File: config.mk
export PLATFORM = sky130hd
export DESIGN_NAME = sdram_req_arbiter
export DESIGN_NICKNAME = d
export VERILOG_FILES = /design/src/rtl/sdram_req_arbiter.sv
export SDC_FILE = /design/constraint.sdc
export NUM_CORES = 1
export LEC_CHECK = 0
export CELL_PAD_IN_SITES_DETAIL_PLACEMENT = 1
export CELL_PAD_IN_SITES_GLOBAL_PLACEMENT = 2
export CORE_MARGIN = 2
export CORE_UTILIZATION = 28
export CTS_CLUSTER_DIAMETER = 30
export DETAILED_ROUTE_END_ITERATION = 10
export PLACE_DENSITY = 0.95
export SETUP_SLACK_MARGIN = 0.15
export SLEW_MARGIN = 25
export SYNTH_ARGS = -nofsm -noshare
export SYNTH_HDL_FRONTEND = slang
export SYNTH_SLANG_ARGS = --single-unit
File: constraint.sdc
create_clock -name ACLK -period 6.45 [get_ports ACLK]
set_input_delay 0.9675 -clock ACLK [delete_from_list [all_inputs] [get_ports ACLK]]
set_output_delay 0.9675 -clock ACLK [all_outputs]
set_load 0.02 [all_outputs]
File: src/rtl/sdram_req_arbiter.sv
// Two-port round-robin arbiter in front of an SDRAM controller.
// It accepts one burst request, issues the command and counts data beats until done or timeout.
module sdram_req_arbiter #(
    parameter int ADDR_W  = 32,
    parameter int LEN_W   = 8,
    parameter int TIMEOUT = 1024
) (
    input  logic              ACLK,
    input  logic              ARST,
    input  logic [1:0]        req_valid,
    output logic [1:0]        req_ready,
    input  logic [1:0]        req_write,
    input  logic [ADDR_W-1:0] req_addr0,
    input  logic [ADDR_W-1:0] req_addr1,
    input  logic [LEN_W-1:0]  req_len0,
    input  logic [LEN_W-1:0]  req_len1,
    output logic              m_valid,
    input  logic              m_ready,
    output logic              m_write,
    output logic [ADDR_W-1:0] m_addr,
    output logic [LEN_W-1:0]  m_len,
    input  logic              m_beat,
    output logic [1:0]        gnt,
    output logic [1:0]        done,
    output logic              err
);

    localparam int CNT_W = $clog2(TIMEOUT + 1);
    localparam int BC_W  = LEN_W + 1;

    typedef enum logic [1:0] {IDLE, ISSUE, BURST} state_t;

    state_t              state_reg;
    logic [1:0]          gnt_reg;
    logic [1:0]          done_reg;
    logic                err_reg;
    logic                m_valid_reg;
    logic                m_write_reg;
    logic [ADDR_W-1:0]   m_addr_reg;
    logic [LEN_W-1:0]    m_len_reg;
    logic [BC_W-1:0]     beat_cnt_reg;
    logic [CNT_W-1:0]    idle_cnt_reg;
    logic                last_reg;
    logic                armed_reg;

    logic                pick1;
    logic [1:0]          win_onehot;
    logic                accept_en;
    logic                accept;
    logic                idle_expired;
    logic                last_beat;

    // When both ports request, the one not granted last wins.
    assign pick1      = req_valid[1] && (!req_valid[0] || !last_reg);
    assign win_onehot = (req_valid == 2'b00) ? 2'b00 : (pick1 ? 2'b10 : 2'b01);
    // armed_reg holds off acceptance until one full edge after reset release.
    assign accept_en  = (state_reg == IDLE) && armed_reg;

    generate
        for (genvar gi = 0; gi < 2; gi++) begin : g_ready
            assign req_ready[gi] = accept_en && win_onehot[gi];
        end
    endgenerate

    assign accept       = |req_ready;
    assign idle_expired = (idle_cnt_reg == CNT_W'(TIMEOUT - 1));
    assign last_beat    = (beat_cnt_reg == {1'b0, m_len_reg});

    always_ff @(posedge ACLK or posedge ARST) begin
        if (ARST) begin
            state_reg    <= IDLE;
            gnt_reg      <= 2'b00;
            done_reg     <= 2'b00;
            err_reg      <= 1'b0;
            m_valid_reg  <= 1'b0;
            m_write_reg  <= 1'b0;
            m_addr_reg   <= '0;
            m_len_reg    <= '0;
            beat_cnt_reg <= '0;
            idle_cnt_reg <= '0;
            last_reg     <= 1'b1;
            armed_reg    <= 1'b0;
        end else begin
            armed_reg <= 1'b1;
            done_reg  <= 2'b00;
            case (state_reg)
                IDLE: begin
                    if (accept) begin
                        gnt_reg      <= req_ready;
                        m_write_reg  <= pick1 ? req_write[1] : req_write[0];
                        m_addr_reg   <= pick1 ? req_addr1 : req_addr0;
                        m_len_reg    <= pick1 ? req_len1 : req_len0;
                        m_valid_reg  <= 1'b1;
                        idle_cnt_reg <= '0;
                        state_reg    <= ISSUE;
                    end
                end
                ISSUE: begin
                    if (m_ready) begin
                        m_valid_reg  <= 1'b0;
                        beat_cnt_reg <= '0;
                        idle_cnt_reg <= '0;
                        state_reg    <= BURST;
                    end else if (idle_expired) begin
                        m_valid_reg  <= 1'b0;
                        err_reg      <= 1'b1;
                        gnt_reg      <= 2'b00;
                        last_reg     <= gnt_reg[1];
                        idle_cnt_reg <= '0;
                        state_reg    <= IDLE;
                    end else begin
                        idle_cnt_reg <= idle_cnt_reg + CNT_W'(1);
                    end
                end
                BURST: begin
                    if (m_beat) begin
                        idle_cnt_reg <= '0;
                        if (last_beat) begin
                            done_reg  <= gnt_reg;
                            gnt_reg   <= 2'b00;
                            last_reg  <= gnt_reg[1];
                            state_reg <= IDLE;
                        end else begin
                            beat_cnt_reg <= beat_cnt_reg + BC_W'(1);
                        end
                    end else if (idle_expired) begin
                        err_reg      <= 1'b1;
                        gnt_reg      <= 2'b00;
                        last_reg     <= gnt_reg[1];
                        idle_cnt_reg <= '0;
                        state_reg    <= IDLE;
                    end else begin
                        idle_cnt_reg <= idle_cnt_reg + CNT_W'(1);
                    end
                end
                default: state_reg <= IDLE;
            endcase
        end
    end

    assign m_valid = m_valid_reg;
    assign m_write = m_write_reg;
    assign m_addr  = m_addr_reg;
    assign m_len   = m_len_reg;
    assign gnt     = gnt_reg;
    assign done    = done_reg;
    assign err     = err_reg;

endmodule

==> results of run 1 <==
[stage by stage]
stage               hold WS [ns]  power, mW  worst slack [ns]
floorplan                  0.477       1.18              3.60
global placement           0.460       1.59              2.97
detailed placement         0.464       1.63              2.93
CTS                        0.478       2.15              2.90
global route               0.518       2.26              2.83
finish                     0.467       2.12              2.92
[worst max-delay path, delay by kind of cell]
kind / cells / cell delay (ns)
compound gates: 1 / 0.21
buf+inv: 3 / 1.23
simple gates: 1 / 0.14
[placed cells by master, fill, tap and decap left out, drive strengths merged, types with 2 or more instances in the layout]
cell,Yosys,layout
a21oi,10,10
and2,3,3
and3,2,2
and4,2,2
buf,5,3
clkbuf,12,12
clkdlybuf4s50,0,136
dfrtp,70,70
ha,6,6
inv,11,11
mux2i,42,42
nand2,59,59
nand2b,4,4
nand3,8,8
nand4,8,8
nand4b,2,2
nor2,13,13
nor2b,2,2
nor3,3,3
nor4,4,4
o211ai,5,5
o21ai,59,59
o31ai,3,3
o32ai,3,3
or3,5,5
or4,4,4
xnor2,9,9
xor2,5,5
[worst max path at each step]
stage / endpoint / from / slack, ns
floorplan: req_ready[1] / req_valid[1] / 3.60
global placement: req_ready[1] / req_valid[1] / 2.97
detailed placement: req_ready[1] / req_valid[1] / 2.93
CTS: req_ready[1] / req_valid[1] / 2.90
global route: req_ready[1] / req_valid[1] / 2.83
finish: req_ready[1] / req_valid[1] / 2.92
[report_power, final]
group	internal (mW)	leakage, nW	switching (mW)	total, mW
Clock	0.318	0.145	0.179	0.497
Sequential	0.586	0.913	0.0947	0.681
Combinational	0.413	1.29	0.525	0.938
[cell type report]
| cell class | count | share of cell area |
|---|---|---|
| Clock buffer | 12 | 0.0465 |
| Clock inverter | 3 | 0.00772 |
| Inverter | 11 | 0.00749 |
| Multi-Input combinational cell | 273 | 0.326 |
| Sequential cell | 71 | 0.323 |
| Tap cell | 172 | 0.0390 |
| Timing Repair Buffer | 139 | 0.251 |
[per-layer routing]
metal | up-vias | GRT usage
met4 | 0 | 0.0335
li1 | 1578 | -
met5 | - | 0
met3 | 10 | 0.0507
met2 | 80 | 0.287
met1 | 1588 | 0.180
[cells by family (layout without fill, tap and decap cells)]
| kind of cell | Yosys count | count (layout) | share of synthesized area |
|---|---|---|---|
| other | 1 | 1 | 0.00102 |
| AO/OA/AOI/OAI | 89 | 89 | 0.142 |
| buffers and inverters | 28 | 165 | 0.0304 |
| XOR/XNOR | 14 | 14 | 0.0335 |
| multiplexers | 43 | 43 | 0.119 |
| AND/OR/NAND/NOR | 120 | 120 | 0.168 |
| flip-flops | 71 | 71 | 0.485 |
| adder cells (fa/ha/maj) | 6 | 6 | 0.0205 |
==> metrics.md, run 1 <==
| Metric | Value |
|---|---|
| Area Growth Syn to Fin | 50.4% |
| Post-Synthesis Cells | 372 |
| Slowest CP cell | clkdlybuf4s50_1 |
| Top post-synthesis cells by area | dfrtp_1 48%, mux2i_1 11%, o21ai_0 8.1% |
| Core area | 0.0127 mm^2 |
| Post-CTS Hold Buffers | 0 |
| DRC Markers | 0 |
| Clk root buf | clkbuf_16 |
| DRT Pass-1 Iters | 4 |
| First DRT Iteration DRCs | 64 |
| Distinct cells, synth | 49 |
| Vias in the first global route | 3647 |
| Final Hold Fails | 0 |
| Dominant cell type by area after synthesis | dfrtp_1 |
| Ys flop type | dfrtp_1 |
| Slew margin rel. | 0.387 |
| Reg2Reg Launch Point | state_reg[0]$_DFFE_PP0P_ |
| CP Data Required Time | approximately 5.5 ns |
| Hold path endpoint | err$_DFFE_PP0P_ |
| Most frequent cell on the critical path | clkdlybuf4s50_1 |
| Fin util | 0.433 |
| Post-CTS Setup Inserts | 0 |
| Num rows | 41 |
| Largest net degree at the start of global routing | 84 |
| Setup tns final | 0 ns |
| Clock-pin slew on the worst setup and hold paths | 0.06 ns |
| Cell area after layout | 0.00551 mm^2 |
| Finished Layout Cells | approximately 680 |
| Initial antenna violation count | 0 |
| Final wirelength | 10.8 mm |
| R2r setup slk | 4.21 ns |
| Gr usage total | 0.158 |
| Post-cts sizing count | 0 |
| Num Clock Sinks | between 70 and 80 |
| Final Max Slew Viols | 0 |
| Post-route ant nets | 0 |
| Die Span Y | 118 um |
| Vias after detailed routing | 3256 |
| Most common cell in the netlist | dfrtp_1 |
| Crit share post-route | 0.547 |
| CTS tree | yes |
| H-tree level count | 3 |
| Least-Margin Pin Slew | 0.919 ns |
| R2r endpoint | idle_cnt_reg[9]$_DFFE_PP0P_ |
| DP Cell Count | roughly 670 |
| Worst IR drop on VDD | 0.000148 V |
| Fmax | 284 MHz |
| Met2 wire length | 5.53 mm |
| Pwr dens | 384 mW/mm^2 |
| Synth Register Bits | 71 |
| First-pass GRT wire length | about 18 mm |
| WL met3 | between 600 and 700 um |
| Ys Warns | 0 |
| Leakage | 2.35 nW |
| Share of cells above drive strength 1 | 0.0648 |
| Status | complete, no violations |
| Syn_area_per_cell | 9.85 um^2 |
| Crit end category | output pin |
| Worst hold stages | 2 |
| Area after DPL | about 0.0052 mm^2 |
| Post-synth top cells | 70 x dfrtp_1, 59 x nand2_1, 59 x o21ai_0, 42 x mux2i_1 |
| Register area | 0.00178 mm^2 |
| WL met1 | 4.47 mm |
| Clk buf depth | 2 |
| Port bufs | 136 |
| FFs w/ async S/R, synth | 1.00 |
| Largest register FFs | 32 |
| Worst hold path type | register to register |
| Max layer used | met4 |
| Post-synthesis sequential area ratio | 0.485 |
| Skew-Pair Late Insertion Delay | 0.33 ns |
| Share of the synthesized area in the top cell type | 0.478 |
| Overflow after GRT | 0 |
| Syn Nets | 466 |
| Layout filler cell count | 1492 |
| TritonCTS Buffers | 9 |
| CP cell instances | clkdlybuf4s50_1, a21boi_4, nand3_1, inv_1, clkdlybuf4s50_1 |
| # setup viols final | 0 |
| Die area | 0.0140 mm^2 |
| Post-synth EDFFs | 0 |
| Initial core utilization | 0.288 |
| Post-DP HPWL | 8.07 mm |
| Vias per cell | between 4 and 5 |
| Horiz. Die Dim | about 120 um |
| HP Start | err$_DFFE_PP0P_ |
| Tmin final | 3.53 ns |
| Wire per inst | 15.8 um |
| GPL Wtd Cong | about 0.80 |
| Worst Skew | 0.0107 ns |
| Slowest cell delay on critical path | 0.60 ns |
| Worst reg-to-reg path cell count | 7 |
| Layout Nets | 599 |
| Synthesized area | 0.00366 mm^2 |
| Startpoint Class | input pin |
| Kind of critical path | input pin to output pin |
| Antenna Cells | 0 |
| RSZ-0062 raised after global routing | no |
| Ports | 137 |
| Crit path arrival time | approximately 2.6 ns |
| Area of the multi-input gates | 0.00179 mm^2 |
| Max Cap Viol | 0 |
| Crit Path Max Fanout | 4 |
Note: power is estimated with default switching activity, not from simulation.
==> inputs of run 2 (changes only) <==
--- a/config.mk
+++ b/config.mk
@@ -8,10 +8,10 @@
 export CELL_PAD_IN_SITES_DETAIL_PLACEMENT = 1
 export CELL_PAD_IN_SITES_GLOBAL_PLACEMENT = 2
 export CORE_MARGIN = 2
-export CORE_UTILIZATION = 28
+export CORE_UTILIZATION = 26
 export CTS_CLUSTER_DIAMETER = 30
 export DETAILED_ROUTE_END_ITERATION = 10
-export PLACE_DENSITY = 0.95
+export PLACE_DENSITY = 0.91
 export SETUP_SLACK_MARGIN = 0.15
 export SLEW_MARGIN = 25
 export SYNTH_ARGS = -nofsm -noshare
==> constraint.sdc (replaced) <==
create_clock -name ACLK -period 3.46 [get_ports ACLK]
set_input_delay 0.519 -clock ACLK [delete_from_list [all_inputs] [get_ports ACLK]]
set_output_delay 0.519 -clock ACLK [all_outputs]
set_load 0.02 [all_outputs]
==> run 2 against run 1 <==
Clock power increased by 85%. Sequential power is 86% higher. Routed wire length barely moved. Combinational power increased by 88%. Sequential share of layout area shrank 0.20 points. Total power grew 87%. First-iteration DRC count up 53%. Largest power group unchanged.
==> metrics.md, run 2 (synthesis gave the netlist of run 1 again) <==
| Metric | Value |
|---|---|
| Share of cells above drive strength 1 | 0.0705 |
| Vias in the first global route | 3604 |
| CP cell instances | clkdlybuf4s50_1, a21boi_4, nand3_1, inv_1, clkdlybuf4s50_1 |
| Crit Path Max Fanout | 4 |
| Slew margin rel. | 0.339 |
| Worst reg-to-reg path cell count | 6 |
| Vias per cell | 4.73 |
| Least-Margin Pin Slew | 0.984 ns |
| Fin util | 0.401 |
| Wire per inst | around 16 um |
| Largest net degree at the start of global routing | 81 |
| Core area | around 0.014 mm^2 |
| H-tree level count | 3 |
| Status | complete, no violations |
| Clock-pin slew on the worst setup and hold paths | 0.05 ns |
| Initial core utilization | 0.265 |
| Slowest CP cell | clkdlybuf4s50_1 |
| Largest register FFs | 32 |
| Post-CTS Setup Inserts | 0 |
| Antenna Cells | 0 |
| First DRT Iteration DRCs | approximately 100 |
| TritonCTS Buffers | 9 |
| Post-route ant nets | 0 |
| Gr usage total | 0.152 |
| Port bufs | roughly 140 |
| Leakage | 2.36 nW |
| Worst hold path type | register to register |
| Most frequent cells in the layout | 136 x clkdlybuf4s50_1, 70 x dfrtp_1, 59 x nand2_1, 59 x o21ai_0, 42 x mux2i_1 |
| Post-cts sizing count | 0 |
| Max Cap Viol | 0 |
| Final Hold Fails | 0 |
| Ports | 137 |
| Layout Nets | 600 |
| CTS tree | yes |
| Slowest cell delay on critical path | 0.60 ns |
| Area after DPL | 0.00525 mm^2 |
| Die Span Y | 123 um |
| Crit path arrival time | 2.03 ns |
| Die area | between 0.015 and 0.02 mm^2 |
| RSZ-0062 raised after global routing | no |
| Fmax | 392 MHz |
| Critical Path Sink | req_ready[1] |
| Startpoint Class | input pin |
| Reg2Reg Launch Point | state_reg[0]$_DFFE_PP0P_ |
| Vias after detailed routing | 3269 |
| R2r endpoint | beat_cnt_reg[4]$_DFFE_PP0P_ |
| Num Clock Sinks | between 70 and 80 |
| Kind of critical path | input pin to output pin |
| Post-CTS Hold Buffers | 0 |
| Cell area after layout | 0.00555 mm^2 |
| First-pass GRT wire length | 17.9 mm |
| Pwr dens | 713 mW/mm^2 |
| Clk buf depth | 2 |
| DRT Pass-1 Iters | 4 |
| Tmin final | about 2.6 ns |
| CP Data Required Time | 2.94 ns |
| Commonest non-fill, non-tap cell in the layout | clkdlybuf4s50_1 |
| Final Max Slew Viols | 0 |
| Setup tns final | 0 ns |
| Most frequent cell on the critical path | clkdlybuf4s50_1 |
| Overflow after GRT | 0 |
| Crit end category | output pin |
| Crit share post-route | 0.738 |
| Num rows | 43 |
| Horiz. Die Dim | 123 um |
| Final wirelength | ~11 mm |
| Initial antenna violation count | 0 |
| Post-DP HPWL | ~8.2 mm |
| Skew-Pair Late Insertion Delay | 0.33 ns |
| Final Hold Slack | roughly 0.48 ns |
| Worst IR drop on VDD | around 0.0003 V |
| # setup viols final | 0 |
| GPL Wtd Cong | approximately 0.82 |
| DRC Markers | 0 |
| Beginning of the critical path | req_valid[1] |
| Clk root buf | clkbuf_16 |
| Area Growth Syn to Fin | 51.4% |
| R2r setup slk | 1.04 ns |
| Worst Skew | roughly 0.0060 ns |
==> run 2: worst min path at each step <==
stage                                       from                      endpoint  depth (start not counted)
global route                     err$_DFFE_PP0P_               err$_DFFE_PP0P_                          2
detailed placement        m_addr[23]$_DFFE_PP0P_        m_addr[23]$_DFFE_PP0P_                          2
CTS                       m_addr[23]$_DFFE_PP0P_        m_addr[23]$_DFFE_PP0P_                          2
floorplan           idle_cnt_reg[10]$_DFFE_PP0P_  idle_cnt_reg[10]$_DFFE_PP0P_                          1
finish                     m_addr[9]$_DFFE_PP0P_         m_addr[9]$_DFFE_PP0P_                          2
global placement          m_addr[10]$_DFFE_PP0P_        m_addr[10]$_DFFE_PP0P_                          2
==> run 2: where the power goes <==
group	internal [mW]	total, mW	switching (mW)
combinational	0.787	1.76	0.976
sequential	1.09	1.27	0.179
clock	0.573	0.921	0.348
==> run 2: final cells by class <==
cell class | instances | area (um^2)
fillers | 1568 | 8280
clock buffers | 10 | 239
inverters | 11 | 41.3
repair buffers | 140 | 1420
flip-flops and latches | 71 | 1780
clock inverters | 6 | 60.1
well taps | 180 | 225
multi-input cells | 273 | 1790
==> run 2: per-layer routing <==
metal / part of all wire / routed length (um) / vias up / global-route usage
met5: 0 / 0 / - / 0
met4: 0.018 / 197 / 0 / 0.0632
met3: 0.061 / 656 / 14 / 0.0465
met2: 0.52 / 5600 / 84 / 0.265
met1: 0.40 / 4320 / 1587 / 0.172
li1: - / - / 1584 / -
==> run 2: per-stage QoR <==
step / total power, mW / setup slack, ns / std cells
finish: 3.96 / 0.907 / 691
global route: 4.23 / 0.807 / 691
CTS: 4.02 / 0.889 / 691
detailed placement: 3.08 / 0.898 / 675
global placement: 3.01 / 0.931 / 675
floorplan: 2.20 / 1.15 / 372
==> run 2: critical path, delay by kind of cell <==
family                 cells  cell delay (ns)
and+or+nand+nor            1             0.11
buffers and inverters      3             1.21
AOI/OAI and AO/OA          1             0.19
